File: config.mk
export PLATFORM = sky130hd
export DESIGN_NAME = spin_readout
export DESIGN_NICKNAME = d
export VERILOG_FILES = /design/src/rtl/spin_readout.sv
export SDC_FILE = /design/constraint.sdc
export NUM_CORES = 1
export LEC_CHECK = 0
export CORE_ASPECT_RATIO = 0.7
export CORE_MARGIN = 4
export CORE_UTILIZATION = 40
export DETAILED_ROUTE_END_ITERATION = 16
export PLACE_DENSITY_LB_ADDON = 0.12
export SYNTH_ARGS = -nofsm -noshare
export SYNTH_HDL_FRONTEND = slang
export SYNTH_SLANG_ARGS = --single-unit
File: constraint.sdc
create_clock -name clk -period 2.6 [get_ports clk]
set_input_delay 0.52 -clock clk [delete_from_list [all_inputs] [get_ports clk]]
set_output_delay 0.52 -clock clk [all_outputs]
set_load 0.05 [all_outputs]
File: src/rtl/spin_readout.sv
// Readout engine for the oscillator Ising array: counts phase mismatches of each oscillator
// against the reference over a programmable window and majority-decodes them into spin bits.
module spin_readout #(
  parameter int unsigned N     = 8,
  parameter int unsigned CNT_W = 8
) (
  input  logic             clk,
  input  logic             rst_n,
  input  logic [N-1:0]     osc,
  input  logic             ref_osc,
  input  logic             start,
  input  logic [CNT_W-1:0] window_len,
  output logic             busy,
  output logic             valid,
  input  logic             ready,
  output logic [N-1:0]     spins
);

  typedef enum logic [1:0] {StIdle, StSample, StDone} state_e;

  state_e           state_q, state_d;
  logic [N-1:0]     osc_meta_q, s_osc_q;
  logic             ref_meta_q, s_ref_q;
  logic [CNT_W-1:0] win_q, win_d;
  logic [CNT_W-1:0] smp_q, smp_d;
  logic [CNT_W-1:0] cnt_q [N];
  logic [CNT_W-1:0] cnt_d [N];
  logic [CNT_W-1:0] cnt_inc [N];
  logic [N-1:0]     spins_q, spins_d;
  logic             busy_q, busy_d;
  logic             valid_q, valid_d;
  logic [N-1:0]     mism;
  logic [CNT_W-1:0] smp_inc;
  logic             last_smp;

  assign mism     = s_osc_q ^ {N{s_ref_q}};
  assign smp_inc  = smp_q + CNT_W'(1);
  assign last_smp = (smp_inc == win_q);

  always_comb begin
    for (int i = 0; i < N; i++) begin
      cnt_inc[i] = cnt_q[i] + CNT_W'(mism[i]);
    end
  end

  always_comb begin
    state_d = state_q;
    win_d   = win_q;
    smp_d   = smp_q;
    spins_d = spins_q;
    busy_d  = busy_q;
    valid_d = valid_q;
    for (int i = 0; i < N; i++) begin
      cnt_d[i] = cnt_q[i];
    end
    unique case (state_q)
      StIdle: begin
        if (start) begin
          win_d  = window_len;
          smp_d  = '0;
          busy_d = 1'b1;
          for (int i = 0; i < N; i++) begin
            cnt_d[i] = '0;
          end
          if (window_len == '0) begin
            state_d = StDone;
            valid_d = 1'b1;
            spins_d = '0;
          end else begin
            state_d = StSample;
          end
        end
      end
      StSample: begin
        smp_d = smp_inc;
        for (int i = 0; i < N; i++) begin
          cnt_d[i] = cnt_inc[i];
        end
        if (last_smp) begin
          // Majority at CNT_W+1 bits: exactly half the window decodes to 0.
          for (int i = 0; i < N; i++) begin
            spins_d[i] = {cnt_inc[i], 1'b0} > {1'b0, win_q};
          end
          state_d = StDone;
          valid_d = 1'b1;
        end
      end
      StDone: begin
        if (ready) begin
          state_d = StIdle;
          busy_d  = 1'b0;
          valid_d = 1'b0;
        end
      end
      default: begin
        state_d = StIdle;
        busy_d  = 1'b0;
        valid_d = 1'b0;
      end
    endcase
  end

  always_ff @(posedge clk or negedge rst_n) begin
    if (!rst_n) begin
      osc_meta_q <= '0;
      s_osc_q    <= '0;
      ref_meta_q <= 1'b0;
      s_ref_q    <= 1'b0;
      state_q    <= StIdle;
      win_q      <= '0;
      smp_q      <= '0;
      spins_q    <= '0;
      busy_q     <= 1'b0;
      valid_q    <= 1'b0;
      for (int i = 0; i < N; i++) begin
        cnt_q[i] <= '0;
      end
    end else begin
      osc_meta_q <= osc;
      s_osc_q    <= osc_meta_q;
      ref_meta_q <= ref_osc;
      s_ref_q    <= ref_meta_q;
      state_q    <= state_d;
      win_q      <= win_d;
      smp_q      <= smp_d;
      spins_q    <= spins_d;
      busy_q     <= busy_d;
      valid_q    <= valid_d;
      for (int i = 0; i < N; i++) begin
        cnt_q[i] <= cnt_d[i];
      end
    end
  end

  assign busy  = busy_q;
  assign valid = valid_q;
  assign spins = spins_q;

endmodule

=== After elaboration in Yosys (flattened, before gate mapping) ===
Index checks and enable logic that the tools add are counted.

* Add/subtract/negate cells: 9
* $mul: 0
* Divide/modulo/power cells: 0
* Magnitude comparators: 8
* Eq/ne operators: 7
* Shift operators: 0
* Muxes and demuxes: 20
* Bitwise operators: 2
* Reductions and logical operators: 9

{| class="wikitable"
|+ Operator list
! cell !! number
|-
| $pmux 64 s2 || 1
|-
| $gt 9x8->1 || 8
|-
| $add 8x1->8 || 8
|-
| $mux 64 || 1
|-
| $mux 8 || 4
|-
| $pmux 8 s2 || 2
|-
| $add 8x1->8 const B || 1
|-
| $eq 8x8->1 || 1
|-
| $logic_not 8->1 || 1
|-
| $mux 2 || 4
|-
| $ne 2x2->1 const B || 4
|-
| $reduce_and 4->1 || 2
|-
| $xor 8x8->8 || 1
|-
| $pmux 1 s3 || 2
|-
| $pmux 2 s3 || 1
|-
| $reduce_and 3->1 || 2
|-
| $mux 1 || 5
|-
| $reduce_and 2->1 || 2
|-
| $eq 2x1->1 const B || 1
|-
| $eq 2x2->1 const B || 1
|-
| $logic_not 2->1 || 1
|-
| $reduce_bool 2->1 || 1
|-
| $not 1->1 || 1
|}

* Bits in registers: 110
* Latch bits: 0
* RAM bits: 0
* Bits in read-only memories: 0
* Output and inout bits: 10
* Logic and storage cells: 73
* Memories: 0

=== Logic depth before layout (Yosys ltp) ===
Gate-level depths: netlist of run 1.

* Depth after elaboration: 5
* Gate-level depth with buffers: 13
* Depth with buffers taken out: 12

=== Least setup slack after synthesis of run 1 ===
No wires, ideal clock.

* Path kind: register to register
* From: register s_ref_q
* To: register spins_q[2], in the netlist spins[2]
* Arrival: 2560 ps
* Data required time: 2475 ps
* Slack: -85 ps
* Cell stages (with the launch flop): 14
* Path buffers: 1
* Path through: dfrtp_1 clkbuf_1 xor2_1 ha_1 ha_1 nand3_1 nor2_1 xor2_1 ha_1 nand4b_1 o221ai_1 a21o_1 a31oi_1 mux2_2

* Cells in the longest elaborated chain, start to end: 5

{| class="wikitable"
|+ RTL lines
! what !! RTL line !! RTL
|-
| from (decl) || 23 || <nowiki>logic ref_meta_q, s_ref_q;</nowiki>
|-
| from (signal assigned) || 122 || <nowiki>s_ref_q <= ref_meta_q;</nowiki>
|-
| $xor 8x8->8 || 36 || <nowiki>assign mism = s_osc_q ^ {N{s_ref_q}};</nowiki>
|-
| $add 8x1->8 || 42 || <nowiki>cnt_inc[i] = cnt_q[i] + CNT_W'(mism[i]);</nowiki>
|-
| $gt 9x8->1 || 82 || <nowiki>spins_d[i] = {cnt_inc[i], 1'b0} > {1'b0, win_q};</nowiki>
|-
| $mux 8 || 79 || <nowiki>if (last_smp) begin</nowiki>
|-
| $pmux 8 s2 || 56 || <nowiki>unique case (state_q)</nowiki>
|-
| to (signal assigned) || 126 || <nowiki>spins_q <= spins_d;</nowiki>
|-
| to (decl) || 29 || <nowiki>logic [N-1:0] spins_q, spins_d;</nowiki>
|}

Every way passes these cells. The select of a mux whose other input is x is not followed.
A chain may end at the register's enable or synchronous reset.

=== Worst setup path after layout of run 1 ===
* From: register s_ref_q
* To: register spins_q[6], in the netlist spins[6]

Same word-level chain as after synthesis.

==> summary.json, run 1 <==
{
  "die": {
    "die_area_um2": 18780,
    "num_rows": 39,
    "io-pin-count": 31,
    "coreArea_um2": 16300,
    "start_util_pct": 40.79,
    "dieWidth_um": 162.1,
    "die_height_um": 115.9
  },
  "setup_path": {
    "timing.critical_path.fanout_max": 4,
    "setup.worst_path.start_class": "flip-flop",
    "critical-path-max-stage-delay_ps": 460,
    "timing.rr.start": "s_ref_q$_DFF_PN0_",
    "critical_path_data_required_time_ps": 2840,
    "start_to_end_type_of_the_worst_setup_path": "reg -> reg",
    "critPathLaunch": "s_ref_q$_DFF_PN0_",
    "reg2reg_depth": 13,
    "rr_endpoint": "spins[6]$_DFFE_PN0P_",
    "cp.arrival_ps": 2940,
    "critical-path-slowest-cell": "sky130_fd_sc_hd__dfrtp_2",
    "timing.critical_path.cells": "buf_6, xor2_1, ha_2, buf_6, and3_4, nand3_4, xnor2_2, ha_1, nand4_1, o221ai_2, a21o_1, a31oi_1, mux2_4",
    "r2r_slack_ps": -110,
    "end_kind": "flip-flop",
    "critical-path-top-cell-by-count": "sky130_fd_sc_hd__buf_6"
  },
  "power": {
    "p_sw_w": 0.004312,
    "clockPowerShare_pct": 13.3,
    "power.combinational.fraction_pct": 57.0,
    "seq_power_share_pct": 29.7,
    "power.density_cell_area_nw_per_um2": 1126,
    "intPower_w": 0.005457,
    "switching_share_pct": 44.14,
    "leakage_nw": 3.814,
    "peakVddDrop_uv": 580.5
  },
  "timing": {
    "timing.clock.skew_ps": 7.640,
    "finalWorstPathRequiredPeriod_ps": 2707,
    "rsz0062_at_grt": "yes",
    "min_period_over_period_pct": 104.1,
    "slew_viols_final": 0,
    "finalHoldViolations": 0,
    "setup_viol": 8,
    "timing.final.ws_setup_ps": -106.8,
    "totalNegativeSetupSlack_ps": -327.6,
    "max_clock_freq_ghz": 0.3694,
    "rel_slew_slack_pct": 51.70,
    "tightestPinTransition_ps": 723.7
  },
  "clocking": {
    "cts_htree_levels": 3,
    "clock_latency_ps": 350,
    "cts.clk_slew.worst_paths_ps": 70,
    "cts-root-buf": "sky130_fd_sc_hd__clkbuf_16",
    "cts-root-to-sink-buffers": 2,
    "numCtsBuffers": 9,
    "cts.hold.buffers_added": 0,
    "clock_tree_from_tritoncts": "yes",
    "cts.sinks": 110
  },
  "routing": {
    "drt_first_iter_violations": 355,
    "avgViaCountPerCell": 5.369,
    "route.final.wire_length_um": 18200,
    "detailed_router_iteration_count_before_antenna_repair": 4,
    "final_antenna_net_count": 0,
    "remaining_drc_errors": 0,
    "wire_length_per_cell_after_detailed_routing_um": 17.72,
    "num_vias": 5514
  },
  "yosys": {
    "netlist_instances": 719,
    "syn-mean-instance-area_um2": 9.246,
    "synthTopCellsByArea": "sky130_fd_sc_hd__dfrtp_1 (41%), sky130_fd_sc_hd__ha_1 (14%), sky130_fd_sc_hd__nand2_1 (8.2%), sky130_fd_sc_hd__o21ai_0 (7.4%), sky130_fd_sc_hd__xnor2_1 (4.5%)",
    "syn-num-nets": 813,
    "yosys_register_bits": 110,
    "seq_area_frac_synth_pct": 41.41,
    "yosysTopAreaCellShare_pct": 41.41,
    "synth-async-reset-ratio_pct": 100.0,
    "synthMostInstantiatedCell": "sky130_fd_sc_hd__nand2_1",
    "yosysWarningCount": 0,
    "syn-cell-area_um2": 6648,
    "synth.cells.most_frequent": "sky130_fd_sc_hd__nand2_1 (145), sky130_fd_sc_hd__dfrtp_1 (110), sky130_fd_sc_hd__o21ai_0 (98)",
    "netlist.top_cell.by_area": "sky130_fd_sc_hd__dfrtp_1",
    "synth_cell_types": 43,
    "number_of_enable_type_register_cells_in_the_synthesized_netlist": 0,
    "synthFlopType": "sky130_fd_sc_hd__dfrtp_1"
  },
  "placement": {
    "hpwlAfterDp_um": 11960,
    "post_detailed_placement_cell_area_um2": 7561,
    "numPortBuffers": 30,
    "placed_cells": 993,
    "preCtsSetupSlack_ps": -239.3,
    "routability_cong": 0.8799
  },
  "global_routing": {
    "remaining_global_route_overflow": 0,
    "pin_count_of_the_biggest_net_entering_global_routing": 60,
    "grt_pass1_vias": 5546,
    "antenna_violations_before_repair": 0,
    "globalRouteTotalUtil_pct": 19.91,
    "grt_first_pass_wirelength_um": 29460
  },
  "finish": {
    "finish.instance_area_um2": 8677,
    "antenna_diode_instance_count": 0,
    "fin_cells": 1027,
    "nets": 891,
    "final_layout_size_suffix_gt1_share_pct": 23.44,
    "finalCoreUtilization_pct": 53.24,
    "area_growth_pct": 30.53
  },
  "flow_run": {
    "drv_cap": 0
  },
  "status": {
    "outcome": "finished, violations left",
    "violations": "negative setup slack"
  },
  "worst_hold_path": {
    "hold_class": "in -> async"
  }
}
-- power by group through the flow --
stage	combinational, W	clock [W]	sequential (W)
2_1_floorplan	0.00301	0	0.00282
5_1_grt	0.00620	0.00142	0.00298
3_3_place_gp	0.00455	0	0.00277
6_report	0.00557	0.00130	0.00290
4_1_cts	0.00504	0.00135	0.00283
3_5_place_dp	0.00470	0	0.00279
-- state kept, by name, indices dropped and copies added, names as in the netlist --
| signal | count |
|---|---|
| busy | 1 |
| cnt_q | 64 |
| osc_meta_q | 8 |
| ref_meta_q | 1 |
| s_osc_q | 8 |
| s_ref_q | 1 |
| smp_q | 8 |
| spins | 8 |
| state_q | 2 |
| valid | 1 |
| win_q | 8 |
-- through the flow --
stage                     power (W)  hold WS (ps)
after floorplan            0.005827         224.4
after global placement     0.007321         336.6
after detailed placement   0.007492         334.7
after CTS                  0.009214         96.73
after global routing        0.01061         107.7
final                      0.009769         84.42
-- worst max-delay path by stage --
stage / end / slack, ps / cells past startpoint
6_report: spins[6]$_DFFE_PN0P_ / -110 / 13
3_5_place_dp: spins[1]$_DFFE_PN0P_ / -240 / 11
2_1_floorplan: spins[7]$_DFFE_PN0P_ / 10 / 13
5_1_grt: spins[5]$_DFFE_PN0P_ / -210 / 12
3_3_place_gp: spins[1]$_DFFE_PN0P_ / -210 / 11
4_1_cts: spins[6]$_DFFE_PN0P_ / -100 / 13
-- routing by layer --
| metal | track usage (%) | routed length [um] | up-vias |
|---|---|---|---|
| met1 | 27.33 | 8695 | 2681 |
| li1 | - | - | 2711 |
| met3 | 4.053 | 696 | 20 |
| met2 | 32.17 | 8504 | 102 |
| met5 | 0 | 0 | - |
| met4 | 6.028 | 300 | 0 |
-- worst max-delay path: cells and delay by family, from the launching register on --
kind,cells,cell delay (ps)
AOI/OAI and AO/OA,3,370
xor gates and xnor gates,2,320
adders and majority gates,2,550
buffers and inverters,2,250
DFF,1,460
muxes,1,260
and+or+nand+nor,3,390
-- cell usage in the layout, fill, tap and decap left out, types with 5 or more instances in the layout --
cell / synthesis / layout
sky130_fd_sc_hd__nand2_1: 145 / 140
sky130_fd_sc_hd__dfrtp_1: 110 / 109
sky130_fd_sc_hd__o21ai_0: 98 / 91
sky130_fd_sc_hd__buf_4: 0 / 54
sky130_fd_sc_hd__ha_1: 73 / 50
sky130_fd_sc_hd__clkdlybuf4s50_1: 0 / 29
sky130_fd_sc_hd__xor2_1: 32 / 27
sky130_fd_sc_hd__xnor2_1: 34 / 20
sky130_fd_sc_hd__nor2_1: 28 / 18
sky130_fd_sc_hd__nand3_1: 27 / 15
sky130_fd_sc_hd__ha_4: 0 / 14
sky130_fd_sc_hd__a21oi_1: 19 / 13
sky130_fd_sc_hd__nand4_1: 12 / 12
sky130_fd_sc_hd__xnor2_2: 0 / 10
sky130_fd_sc_hd__inv_1: 10 / 10
sky130_fd_sc_hd__o31ai_1: 10 / 10
sky130_fd_sc_hd__a21o_1: 10 / 10
sky130_fd_sc_hd__ha_2: 0 / 9
sky130_fd_sc_hd__clkbuf_16: 0 / 9
sky130_fd_sc_hd__nand3_4: 1 / 7
sky130_fd_sc_hd__nand4b_1: 7 / 7
sky130_fd_sc_hd__buf_6: 0 / 7
sky130_fd_sc_hd__nor2_2: 0 / 6
sky130_fd_sc_hd__nand3_2: 0 / 6
sky130_fd_sc_hd__a21oi_2: 0 / 6
sky130_fd_sc_hd__buf_12: 0 / 6
sky130_fd_sc_hd__xor2_2: 0 / 5
sky130_fd_sc_hd__a31oi_1: 5 / 5
sky130_fd_sc_hd__mux2_2: 9 / 5
sky130_fd_sc_hd__o21ai_1: 0 / 5
-- logic make-up (layout without fill, tap and decap cells) --
logic type / after synthesis / count (layout) / synth area share, %
AOI/OAI and AO/OA: 173 / 173 / 15.43
buffers and inverters: 39 / 122 / 2.259
muxes: 9 / 9 / 1.525
adders and majority gates: 73 / 73 / 13.74
DFF: 110 / 110 / 41.41
xor gates and xnor gates: 66 / 66 / 8.696
and+or+nand+nor: 249 / 249 / 16.94
-- repair_timing --
item                       4_1_cts  5_1_grt
resized for setup               64       73
buffers inserted                 8       10
setup endpoints to repair        8        8
pin swaps                       39       49
-- cell type report --
cell class              count  area [um^2]
inverters                  10        37.54
clock inverters             3        20.02
flip-flops and latches    110         2754
clock buffers              13        250.2
well taps                 225        281.5
fillers                  1464         7621
repair buffers             96        894.6
multi-input cells         570         4439
(Power assumes the default switching activity.)
==> run 2: changes to the inputs <==
--- a/config.mk
+++ b/config.mk
@@ -8,6 +8,7 @@
 export CORE_ASPECT_RATIO = 0.7
 export CORE_MARGIN = 4
 export CORE_UTILIZATION = 40
+export CTS_CLUSTER_DIAMETER = 80
 export DETAILED_ROUTE_END_ITERATION = 16
 export PLACE_DENSITY_LB_ADDON = 0.12
 export SYNTH_ARGS = -nofsm -noshare
==> results of run 2 <==
Final layout, timing and power as in run 1 (identical DEF).
==> run 3: changes to the inputs <==
--- a/config.mk
+++ b/config.mk
@@ -10,7 +10,9 @@
 export CORE_UTILIZATION = 40
 export CTS_CLUSTER_DIAMETER = 80
 export DETAILED_ROUTE_END_ITERATION = 16
+export GPL_ROUTABILITY_DRIVEN = 0
 export PLACE_DENSITY_LB_ADDON = 0.12
+export SETUP_SLACK_MARGIN = 0.3
 export SYNTH_ARGS = -nofsm -noshare
 export SYNTH_HDL_FRONTEND = slang
 export SYNTH_SLANG_ARGS = --single-unit
==> constraint.sdc (replaced) <==
create_clock -name clk -period 2.3 [get_ports clk]
set_input_delay 0.46 -clock clk [delete_from_list [all_inputs] [get_ports clk]]
set_output_delay 0.46 -clock clk [all_outputs]
set_load 0.05 [all_outputs]
==> summary.json, run 3 (synthesized netlist as in run 1, its figures left out) <==
{
  "status": {
    "outcome": "finished, violations left",
    "violations": "negative setup slack"
  },
  "power": {
    "seq_power_share_pct": 29.1,
    "power.combinational.fraction_pct": 56.6,
    "peakVddDrop_uv": 465.2,
    "totalPowerFinal_w": 0.01130,
    "power.density_cell_area_nw_per_um2": 1230,
    "clockPowerShare_pct": 14.3,
    "intPower_w": 0.006371,
    "leakage_nw": 4.110,
    "switching_share_pct": 43.61,
    "p_sw_w": 0.004928
  },
  "clocking": {
    "clock_tree_from_tritoncts": "yes",
    "cts.sinks": 110,
    "clock_latency_ps": 360,
    "cts.hold.buffers_added": 0,
    "cts-root-to-sink-buffers": 2,
    "cts-root-buf": "sky130_fd_sc_hd__clkbuf_16",
    "cts_htree_levels": 3,
    "cts.clk_slew.worst_paths_ps": 70,
    "numCtsBuffers": 9
  },
  "setup_path": {
    "timing.critical_path.cells": "buf_12, xor2_2, ha_2, ha_4, nand3_4, nor2_4, xor2_4, ha_4, nand4b_1, o221ai_1, a21o_1, a31oi_1, mux2_4",
    "critical_path_data_required_time_ps": 2540,
    "end_kind": "flip-flop",
    "critical-path-top-cell-by-count": "sky130_fd_sc_hd__ha_4",
    "start_to_end_type_of_the_worst_setup_path": "reg -> reg",
    "setup.worst_path.start_class": "flip-flop",
    "cp.arrival_ps": 2940,
    "timing.critical_path.fanout_max": 8,
    "critical-path-max-stage-delay_ps": 400,
    "critical-path-slowest-cell": "sky130_fd_sc_hd__dfrtp_1"
  },
  "placement": {
    "placed_cells": 1026,
    "numPortBuffers": 30,
    "hpwlAfterDp_um": 12210
  },
  "worst_hold_path": {
    "hold_class": "in -> async"
  },
  "timing": {
    "finalHoldViolations": 0,
    "slew_viols_final": 0,
    "rsz0062_at_grt": "yes",
    "timing.final.ws_setup_ps": -394.6,
    "max_clock_freq_ghz": 0.3711,
    "finalWorstPathRequiredPeriod_ps": 2695,
    "totalNegativeSetupSlack_ps": -2681,
    "setup_viol": 9,
    "tightestPinTransition_ps": 586.1,
    "timing.clock.skew_ps": 5.482,
    "rel_slew_slack_pct": 60.93,
    "min_period_over_period_pct": 117.2
  },
  "finish": {
    "antenna_diode_instance_count": 0,
    "finalCoreUtilization_pct": 56.34,
    "filler_cell_count_in_the_final_layout": 1451,
    "layout.cells.most_common_list": "sky130_fd_sc_hd__nand2_1 (138), sky130_fd_sc_hd__dfrtp_1 (108), sky130_fd_sc_hd__buf_4 (88), sky130_fd_sc_hd__o21ai_0 (85), sky130_fd_sc_hd__ha_1 (53)",
    "largest_register": "cnt_q",
    "area_growth_pct": 38.13,
    "fin_cells": 1071,
    "final_common_cell": "sky130_fd_sc_hd__nand2_1",
    "final_layout_size_suffix_gt1_share_pct": 28.49,
    "largest_reg_flops": 64,
    "nets": 935
  },
  "routing": {
    "remaining_drc_errors": 0,
    "final_antenna_net_count": 0,
    "avgViaCountPerCell": 5.367,
    "num_vias": 5748,
    "detailed_router_iteration_count_before_antenna_repair": 5,
    "wire_length_per_cell_after_detailed_routing_um": 17.22,
    "drt_first_iter_violations": 422,
    "route.final.wire_length_um": 18440
  },
  "die": {
    "dieWidth_um": 162.1,
    "die_area_um2": 18780,
    "start_util_pct": 40.79,
    "num_rows": 39,
    "die_height_um": 115.9,
    "coreArea_um2": 16300,
    "io-pin-count": 31
  },
  "global_routing": {
    "antenna_violations_before_repair": 0,
    "pin_count_of_the_biggest_net_entering_global_routing": 46,
    "globalRouteTotalUtil_pct": 19.77,
    "grt_pass1_vias": 5724,
    "remaining_global_route_overflow": 0,
    "grt_first_pass_wirelength_um": 29590
  },
  "flow_run": {
    "drv_cap": 0
  }
}
[run 3: cell types whose count changed in the layout (fill, tap and decap cells not counted), moves of 5 or more]
cell | before | now
sky130_fd_sc_hd__buf_4 | 54 | 88
sky130_fd_sc_hd__clkdlybuf4s50_1 | 29 | 19
sky130_fd_sc_hd__buf_6 | 7 | 14
sky130_fd_sc_hd__dlygate4sd2_1 | 0 | 6
sky130_fd_sc_hd__o21ai_0 | 91 | 85
sky130_fd_sc_hd__xor2_1 | 27 | 21
sky130_fd_sc_hd__nand2_2 | 1 | 6
sky130_fd_sc_hd__o21ai_1 | 5 | 10
[run 3: final cells by class]
| cell class | count | area (um^2) | area share [%] |
|---|---|---|---|
| clock buffer | 11 | 242.7 | 2.643 |
| clock inverter | 5 | 57.56 | 0.6268 |
| inverter | 10 | 37.54 | 0.4088 |
| multi-input combinational | 570 | 4517 | 49.19 |
| sequential | 110 | 2755 | 30.00 |
| tap | 225 | 281.5 | 3.066 |
| timing repair buffer | 140 | 1291 | 14.06 |
[run 3: per-layer routing]
metal | vias up | global-route usage (%) | part of all wire [%]
li1 | 2801 | - | -
met1 | 2808 | 27.48 | 49
met2 | 122 | 32.26 | 47
met3 | 17 | 3.804 | 3.8
met4 | 0 | 4.789 | 1.2
met5 | - | 0 | 0
[run 3: worst paths after layout]
kind / slack (ps) / start / cells past startpoint / end
min reg2reg: 350 / osc_meta_q[1]$_DFF_PN0_ / 0 / s_osc_q[1]$_DFF_PN0_
min in group clk: 350 / osc_meta_q[1]$_DFF_PN0_ / 0 / s_osc_q[1]$_DFF_PN0_
max reg2reg: -390 / s_ref_q$_DFF_PN0_ / 13 / spins[2]$_DFFE_PN0P_
max in group asynchronous: 1540 / rst_n / 2 / cnt_q[49]$_DFFE_PN0P_
min: 100 / rst_n / 1 / smp_q[2]$_DFFE_PN0P_
max: -390 / s_ref_q$_DFF_PN0_ / 13 / spins[2]$_DFFE_PN0P_
[run 3: timing repair]
item	4_1_cts	5_1_grt
endpoints found under the setup margin	16	24
gates resized for setup	42	89
pin swaps	34	35
setup buffers	20	9
[run 3: metrics by stage]
step           hold WS, ps  instance area, um^2  setup slack [ps]
3_3_place_gp         335.7                 8023            -407.5
6_report             103.1                 9183            -394.6
5_1_grt              152.4                 9183            -517.6
4_1_cts              122.0                 8638            -368.5
3_5_place_dp         334.7                 8023            -395.5
2_1_floorplan        164.4                 6847            -107.2
[run 3: critical path: cells and delay by family (launching register included)]
family                   cells  cell delay, ps
multiplexers                 1             280
flip-flops                   1             400
XOR/XNOR                     2             220
adder cells (fa/ha/maj)      3             650
AO/OA/AOI/OAI                3             450
buffers and inverters        1             160
AND/OR/NAND/NOR              3             430
[run 3: power by group through the flow]
stage,Sequential [W],Combinational [W],Clock (W)
6_report,0.00329,0.00639,0.00161
3_5_place_dp,0.00320,0.00572,0
5_1_grt,0.00338,0.00712,0.00173
2_1_floorplan,0.00325,0.00358,0
4_1_cts,0.00321,0.00597,0.00167
3_3_place_gp,0.00318,0.00551,0
